==> src/rtl/gost_pkg.sv <==
// Shared widths, FSM encoding and operand slicing helpers for the GOST core arbiter.
package gost_pkg;

  localparam int GOST_BLOCK_W = 64;
  localparam int GOST_KEY_W   = 256;
  localparam int MAX_REQ      = 8;

  typedef enum logic [1:0] {
    IDLE  = 2'd0,
    ISSUE = 2'd1,
    WAIT  = 2'd2,
    DONE  = 2'd3
  } gost_state_e;

  // Callers zero-extend their packed vectors to MAX_REQ slices so one helper serves any N.
  function automatic logic [GOST_BLOCK_W-1:0] get_block(
    input logic [GOST_BLOCK_W*MAX_REQ-1:0] vec,
    input logic [2:0]                      k
  );
    return vec[k*GOST_BLOCK_W +: GOST_BLOCK_W];
  endfunction

  function automatic logic [GOST_KEY_W-1:0] get_key(
    input logic [GOST_KEY_W*MAX_REQ-1:0] vec,
    input logic [2:0]                    k
  );
    return vec[k*GOST_KEY_W +: GOST_KEY_W];
  endfunction

endpackage

==> src/rtl/rr_arbiter.sv <==
// Combinational round-robin arbiter: first requester at or after ptr, in cyclic order.
module rr_arbiter #(
  parameter int N  = 2,
  parameter int IW = (N > 1) ? $clog2(N) : 1
) (
  input  logic [N-1:0]  req,
  input  logic [IW-1:0] ptr,
  output logic [N-1:0]  grant,
  output logic [IW-1:0] grant_idx,
  output logic          any_grant
);

  always_comb begin
    grant     = '0;
    grant_idx = '0;
    any_grant = 1'b0;
    for (int i = 0; i < N; i++) begin
      int j;
      j = int'(ptr) + i;
      if (j >= N) j = j - N;
      if (!any_grant && req[IW'(j)]) begin
        any_grant        = 1'b1;
        grant_idx        = IW'(j);
        grant[IW'(j)]    = 1'b1;
      end
    end
  end

endmodule

==> src/rtl/gost_core_arbiter.sv <==
// Shares one GOST core between N_REQ requesters: round-robin grant, single-cycle start,
// result return with per-requester done pulse, watchdog abort when the core never answers.
module gost_core_arbiter
  import gost_pkg::*;
#(
  parameter int N_REQ       = 2,
  parameter int TIMEOUT_CYC = 64
) (
  input  logic                        clock,
  input  logic                        reset,
  input  logic [N_REQ-1:0]            req_i,
  input  logic [N_REQ-1:0]            enc_dec_i,
  input  logic [GOST_BLOCK_W*N_REQ-1:0] data_i,
  input  logic [GOST_KEY_W*N_REQ-1:0] key_i,
  output logic [N_REQ-1:0]            ack_o,
  output logic [N_REQ-1:0]            done_o,
  output logic [GOST_BLOCK_W-1:0]     data_o,
  output logic                        err_o,
  output logic                        busy_o,
  output logic                        core_start_o,
  output logic                        core_enc_dec_o,
  output logic [GOST_BLOCK_W-1:0]     core_data_o,
  output logic [GOST_KEY_W-1:0]       core_key_o,
  input  logic                        core_busy_i,
  input  logic                        core_ready_i,
  input  logic [GOST_BLOCK_W-1:0]     core_data_i
);

  localparam int IW = (N_REQ > 1) ? $clog2(N_REQ) : 1;
  localparam int CW = $clog2(TIMEOUT_CYC);

  gost_state_e             state_q, state_d;
  logic [IW-1:0]           ptr_q, ptr_d;
  logic [IW-1:0]           gidx_q, gidx_d;
  logic [CW-1:0]           cnt_q, cnt_d;
  logic                    enc_q, enc_d;
  logic [GOST_BLOCK_W-1:0] cdata_q, cdata_d;
  logic [GOST_KEY_W-1:0]   ckey_q, ckey_d;
  logic [GOST_BLOCK_W-1:0] res_q, res_d;
  logic                    err_q, err_d;
  logic                    start_q, start_d;
  logic [N_REQ-1:0]        ack_q, ack_d;
  logic [N_REQ-1:0]        done_q, done_d;

  logic [N_REQ-1:0]        grant;
  logic [IW-1:0]           grant_idx;
  logic                    any_grant;

  logic [GOST_BLOCK_W*MAX_REQ-1:0] data_ext;
  logic [GOST_KEY_W*MAX_REQ-1:0]   key_ext;
  logic                            unused_busy;

  assign data_ext    = (GOST_BLOCK_W*MAX_REQ)'(data_i);
  assign key_ext     = (GOST_KEY_W*MAX_REQ)'(key_i);
  assign unused_busy = core_busy_i;

  rr_arbiter #(.N(N_REQ), .IW(IW)) u_rr (
    .req       (req_i),
    .ptr       (ptr_q),
    .grant     (grant),
    .grant_idx (grant_idx),
    .any_grant (any_grant)
  );

  always_comb begin
    state_d = state_q;
    ptr_d   = ptr_q;
    gidx_d  = gidx_q;
    cnt_d   = cnt_q;
    enc_d   = enc_q;
    cdata_d = cdata_q;
    ckey_d  = ckey_q;
    res_d   = res_q;
    err_d   = err_q;
    start_d = 1'b0;
    ack_d   = '0;
    done_d  = '0;
    unique case (state_q)
      IDLE: begin
        if (any_grant) begin
          gidx_d  = grant_idx;
          enc_d   = enc_dec_i[grant_idx];
          cdata_d = get_block(data_ext, 3'(grant_idx));
          ckey_d  = get_key(key_ext, 3'(grant_idx));
          ptr_d   = (int'(grant_idx) == N_REQ - 1) ? '0 : grant_idx + IW'(1);
          ack_d   = grant;
          start_d = 1'b1;
          cnt_d   = '0;
          state_d = ISSUE;
        end
      end
      ISSUE: begin
        // The ISSUE cycle counts toward the watchdog, so an abort lands TIMEOUT_CYC cycles after start.
        cnt_d   = cnt_q + CW'(1);
        state_d = WAIT;
      end
      WAIT: begin
        cnt_d = cnt_q + CW'(1);
        if (core_ready_i) begin
          res_d   = core_data_i;
          err_d   = 1'b0;
          done_d  = N_REQ'(1) << gidx_q;
          state_d = DONE;
        end else if (cnt_q == CW'(TIMEOUT_CYC - 1)) begin
          res_d   = '0;
          err_d   = 1'b1;
          done_d  = N_REQ'(1) << gidx_q;
          state_d = DONE;
        end
      end
      DONE: begin
        state_d = IDLE;
      end
      default: begin
        state_d = IDLE;
      end
    endcase
  end

  always_ff @(posedge clock or posedge reset) begin
    if (reset) begin
      state_q <= IDLE;
      ptr_q   <= '0;
      gidx_q  <= '0;
      cnt_q   <= '0;
      enc_q   <= 1'b0;
      cdata_q <= '0;
      ckey_q  <= '0;
      res_q   <= '0;
      err_q   <= 1'b0;
      start_q <= 1'b0;
      ack_q   <= '0;
      done_q  <= '0;
    end else begin
      state_q <= state_d;
      ptr_q   <= ptr_d;
      gidx_q  <= gidx_d;
      cnt_q   <= cnt_d;
      enc_q   <= enc_d;
      cdata_q <= cdata_d;
      ckey_q  <= ckey_d;
      res_q   <= res_d;
      err_q   <= err_d;
      start_q <= start_d;
      ack_q   <= ack_d;
      done_q  <= done_d;
    end
  end

  assign ack_o          = ack_q;
  assign done_o         = done_q;
  assign data_o         = res_q;
  assign err_o          = err_q;
  assign busy_o         = (state_q != IDLE);
  assign core_start_o   = start_q;
  assign core_enc_dec_o = enc_q;
  assign core_data_o    = cdata_q;
  assign core_key_o     = ckey_q;

endmodule
==> config.mk <==
export PLATFORM = sky130hd
export DESIGN_NAME = gost_core_arbiter
export DESIGN_NICKNAME = d
export VERILOG_FILES = /design/src/rtl/gost_pkg.sv /design/src/rtl/rr_arbiter.sv /design/src/rtl/gost_core_arbiter.sv
export SDC_FILE = /design/constraint.sdc
export NUM_CORES = 1
export LEC_CHECK = 0
export ABC_AREA = 1
export CAP_MARGIN = 20
export CORE_AREA = 3 3 435 437
export CTS_BUF_LIST = sky130_fd_sc_hd__clkbuf_4
export CTS_CLUSTER_DIAMETER = 120
export DETAILED_ROUTE_END_ITERATION = 12
export DIE_AREA = 0 0 438 440
export GPL_TIMING_DRIVEN = 0
export PLACE_DENSITY = 0.39
export SYNTH_ARGS = -nofsm -noshare
export SYNTH_HDL_FRONTEND = slang
export SYNTH_SLANG_ARGS = --single-unit
==> constraint.sdc <==
create_clock -name clock -period 15.72 [get_ports clock]
set_clock_uncertainty 0.1 [all_clocks]
set_input_delay 3.144 -clock clock [delete_from_list [all_inputs] [get_ports clock]]
set_output_delay 3.144 -clock clock [all_outputs]
set_load 0.01 [all_outputs]
== After elaboration in Yosys (flattened, before gate mapping) ==
Index checks and enable logic that the tools add are counted.
Storage, ports and cells
  register bits after elaboration: 401
  input bits: 712
  output and inout bits: 392
  word-level logic and storage cells: 83
Operators by class
  order comparisons: 7
  mux-type cells: 36
  shifts and indexed selects: 3
  bitwise operators: 1
  add/subtract/negate cells: 5
  equality and inequality tests: 6
  reduce and logical (&&, ||, !) cells: 13
Operators by type and width (count)
  2048-bit by 10-bit indexed part select with 256-bit output: 1
  512-bit by 8-bit indexed part select with 64-bit output: 1
  64-bit two-way mux: 2
  2-bit two-way mux: 10
  1-bit two-way mux: 19
  6-bit case mux with 2 select lines: 1
  2-bit case mux with 4 select lines: 1
  2-bit AND reduction: 4
  6-bit by 1-bit adder with 6-bit output (second input constant): 1
  6-bit equality test (second input constant): 1
  1-bit by 3-bit less-than comparator with 1-bit output (second input constant): 2
  6-bit two-way mux: 1
  2-bit nonzero test: 3
  2-bit equality test (second input constant): 2
  1-bit logical AND: 3
  3-bit != test (second input constant): 1
  1-bit by 1-bit adder with 2-bit output (second input constant): 1
  1-bit demux with 1-bit select: 2
  2-bit by 1-bit equality test with 1-bit output (second input constant): 1
  1-bit greater-or-equal comparator (second input constant): 2
  1-bit by 2-bit greater-or-equal comparator with 1-bit output (second input constant): 1
  2-bit greater-or-equal comparator (second input constant): 1
  2-bit logical NOT: 1
  1-bit by 2-bit less-than comparator with 1-bit output (second input constant): 1
  7 further kinds: 8

== Depth between registers and ports, before layout ==
  depth in word-level cells: 11
  depth in mapped cells: 10
  gate-level depth less buffers: 8

== Cells and area by module ==
From an unflattened synthesis, not the netlist that was laid out.
Unflattened totals
  cell total of the unflattened synthesis: 1765
  area, all modules: 16628.4 sq um
By module, submodules not included
  gost_core_arbiter: area an instance 16592.2 sq um, cells each 1758, instances 1, seq. area each 10034.6 sq um
  rr_arbiter: area an instance 36.3 sq um, cells each 7, instances 1, seq. area each 0.0 sq um

== Least setup slack after synthesis ==
No wires, ideal clock.
  kind: input to register
  from: input port req_i[0]
  to: register cdata_q[61] (netlist: core_data_o[61])
  buffers on the path: 2
  data arrival time: 4.010 ns
  slack: 11.516 ns
  data required time: 15.526 ns
  setup time: 0.094 ns
  cell stages on the path: 5
  cell sequence: nand2_2 > buf_2 > clkbuf_1 > nor2_1 > a211oi_1
On the way
  word-level cells in the longest chain between the ends: 7
  elaborated cells between the ends (all ways): 12
  classes of those cells: shift (1); mux (8); reduce/logical (3)
RTL lines
  from (decl): RTL line gost_core_arbiter.sv:11  | input logic [N_REQ-1:0] req_i,
  1-bit two-way mux (implied by the code) (2 in series): RTL line rr_arbiter.sv:21  | if (!any_grant && req[IW'(j)]) begin
  1-bit two-way mux: RTL line rr_arbiter.sv:21
  1-bit logical NOT: RTL line rr_arbiter.sv:21
  1-bit logical AND: RTL line rr_arbiter.sv:21
  1-bit two-way mux: RTL line rr_arbiter.sv:21
  512-bit by 8-bit indexed part select with 64-bit output or 2-bit AND reduction (tied branches)
  to (signal assigned): RTL line gost_core_arbiter.sv:140  | cdata_q <= cdata_d;
  to (decl): RTL line gost_core_arbiter.sv:37  | logic [GOST_BLOCK_W-1:0] cdata_q, cdata_d;
Several ways; a longest one is shown, not always the timed one. The select of a mux whose other input is x is not followed.
A chain may end at the register's enable or synchronous reset.

== Worst setup path in the final report ==
  from: register state_q[0]
  to: output port busy_o
On the way
  word-level cells in the longest chain between the ends: 1
RTL lines
  from (decl): RTL line gost_core_arbiter.sv:32  | gost_state_e state_q, state_d;
  from (signal assigned): RTL line gost_core_arbiter.sv:135  | state_q <= state_d;
  2-bit nonzero test: RTL line gost_core_arbiter.sv:154  | assign busy_o = (state_q != IDLE);
  to (decl): RTL line gost_core_arbiter.sv:19  | output logic busy_o,
No other way between the ends.

==> results.md <==
- Total wire length: 144200 µm
- Largest family of logic cells by synthesized area: simple AND/OR/NAND/NOR gates
- Vias in the first global route: between 20000 and 25000
- CTS Sinks: 400
- Largest net degree at the start of global routing: 108
- Mapped Nets: 2755
- Crit. End Element: output pin
- Post-route minimum period: 5.915 ns
- Max Freq: 169.1 MHz
- CP Cell Sequence: inv_1 > ha_1 > inv_1 > clkdlybuf4s50_1
- Final setup fails: 0
- CTS Hold Bufs: 0
- Slew margin rel.: 37.22%
- Share of the synthesized area in the top cell type: 58.81%
- Worst vdd ir: 0.00006413 V
- Initial DRT Pass Iterations: 6
- Post-synth cell types: 23
- Leakage: 13.94 nW
- Uppermost layer routed: met5
- Nature of the critical path startpoint: flip-flop
- H-tree Lvls: 4
- First-pass GRT wire length: 187600 µm
- Critical Path Max Stage Delay: just over 0.8 ns
- TritonCTS clock tree: done
- Starting density of the core: 9.178%
- Post-CTS resize count: 0
- PwrDens: 179.7 nW/µm²
- Average via count per standard cell: 3.440
- Met2 wire length: 70280 µm
- Largest cells by area after synthesis: dfrtp_1 59%, nand2_1 19%, nand3_1 6.0%
- Initial DRC count: approximately 1400
- PnR worst setup slack: ~9.8 ns
- Synth Area in Simple Gates: about a third
- Critical path class: flip-flop to output pin
- EDFF count, synth: 0
- GR Util All Layers: 14.41%
- Least-Margin Pin Slew: around 0.94 ns
- Hold Crit Class: flip-flop to flip-flop
- Core Region: 185400 µm²
- Post-synth top flop: dfrtp_1
- Inst Count DP: 5630
- Max_cap viols: 0
- Top cells by count, synth: 879 x nand2_1, 400 x dfrtp_1, 266 x nor2_1
- #FFs+latches synth: 400
- Area growth syn-to-layout: 95.28%
- M1 WL: 58320 µm
- Post-detail-place hpwl: 119100 µm
- Xor/xnor share of the synthesized area: less than 1%
- CTS max path bufs: 3
- Syn avg cell area: roughly 8.3 µm²
- Initial antenna violation count: between 50 and 60
- Die W: ~440 µm
- Most common cell in the synthesized netlist: nand2_1
- Slowest-stage cell, CP: clkdlybuf4s50_1
- Synth Cell Area: 17020 µm²
- Unrepaired setup endpoints after global routing: false
- Mux cell area share after synthesis: 0%
- Outcome: finished, final reports clean
- Clock Pin Slew Worst Setup and Hold Paths: 0.07 ns
- Synth Instances: 2040
- Die area: about 190000 µm²
- Clock latency on the worst-skew pair: 1.07 ns
- Critical path data required time: between 10 and 15 ns
- Post-DRT Antenna Nets: 0
- Synth Area in Compound Gates: 5.786%
- CP Max Fanout: 4
- Synth area leader: dfrtp_1
- Num CTS Buffers: 140
- IO Count: 1104
- Fin. Hold Viols: 0
- Final setup TNS: 0 ns
- Fraction of registers with async set/reset: 100.0%
- Post-Synth Adder-Cell Area: 0.2206%
- RD Place Congestion: 0.8828
- Nets: roughly 4000
- Dpl ws: approximately 9.1 ns
- Share of cells above drive strength 1: 8.159%
- Root Driver: clkbuf_4
- Vias: 20300
- GRT overflow: 0
- Detailed-route wire length per cell: approximately 24 µm
- CP most frequent cell: inv_1
- Fin. max-slew vios: 0
- Met3 WL: 11280 µm
- Seq/Total Area, Yosys: 58.81%
- Non-Filler Instances: 5902
- Tcrit/Tclk final: 37.63%
- Die H: 440 µm
- Worst Hold Margin: 0.3288 ns
- Row count: roughly 160
- Synthesis warning total: 0
- Remaining DRCs: 0
- WP data arrival: ~2.7 ns
- Post-CTS Setup Inserts: 0
- I/O Buffers: 1100
## worst max-delay path, delay by kind of cell, from the launching register on
family	cells	cell delay (ns)
buf+inv	3	0.99
flops	1	0.35
fa+ha+maj	1	0.26
## per-layer routing
layer,vias up,global-route usage [%]
li1,9149,-
met1,9966,17.44
met2,968,24.31
met3,206,4.406
met4,12,4.574
met5,-,0
## flip-flops by register name, indices dropped and copies added, names as in the netlist
signal,flops
ptr_q,1
ack_o,1
core_start_o,1
gidx_q,1
core_enc_dec_o,1
data_o,64
core_key_o,256
state_q,2
err_o,1
done_o,2
cnt_q,6
core_data_o,64
## final timing paths
kind,start,to,slack [ns],cells past startpoint
worst max-delay path,state_q[0],busy_o,9.80,4
worst min-delay path,gidx_q,done_o[0],0.33,1
worst max register to register,state_q[0],core_key_o[149],12.35,10
worst min register to register,gidx_q,done_o[0],0.33,1
max in group asynchronous,reset,data_o[63],11.65,4
min in group asynchronous,reset,data_o[38],2.37,2
## cells in the final DEF (no fill, tap or decap), types with 3 or more instances in the layout
| master | Yosys | routed |
|---|---|---|
| a211oi_1 | 86 | 86 |
| a21oi_1 | 4 | 4 |
| a22oi_1 | 40 | 40 |
| buf_1 | 16 | 16 |
| buf_16 | 0 | 5 |
| buf_2 | 35 | 35 |
| buf_4 | 5 | 5 |
| buf_8 | 0 | 5 |
| bufinv_16 | 0 | 4 |
| clkbuf_1 | 72 | 71 |
| clkbuf_4 | 0 | 202 |
| clkdlybuf4s50_1 | 0 | 1100 |
| clkinv_1 | 0 | 27 |
| clkinv_2 | 1 | 3 |
| dfrtp_1 | 400 | 400 |
| diode_2 | 0 | 27 |
| ha_1 | 3 | 3 |
| inv_1 | 18 | 17 |
| inv_2 | 1 | 5 |
| nand2_1 | 879 | 879 |
| nand3_1 | 204 | 204 |
| nor2_1 | 266 | 266 |
## final cells by class
cell class / count / area (µm²)
flip-flops and latches: 400 / 10010
clock buffers: 202 / 1516
well taps: 2480 / 3103
plain buffers: 128 / 544.3
clock inverters: 43 / 296.5
fillers: 21140 / 152200
diodes: 27 / 67.56
multi-input cells: 1492 / 6390
inverters: 20 / 83.83
repair buffers: 1110 / 11220
## cells by family after synthesis
group	Yosys count
simple gates	1354
flops	400
buf+inv	148
compound gates	133
fa+ha+maj	3
xor+xnor	1
other cells	1
## through the flow
stage / instance area [µm²] / total power [mW] / utilization (%)
finish: 33230 / 5.973 / 17.92
floorplan: 17020 / 2.856 / -
CTS: 33170 / 6.120 / 17.89
global route: 33210 / 6.375 / 17.91
global placement: 31130 / 4.785 / 16.79
detailed placement: 31350 / 4.798 / 16.91
## report_power, final
part	total [mW]	internal (mW)	leakage [nW]	switching, mW
clock network	1.24	0.655	1.07	0.587
logic	2.88	1.35	7.97	1.53
registers	1.85	1.52	4.90	0.330
total	5.97	3.52	13.9	2.45
No activity file was read; power rests on OpenSTA's default activity.
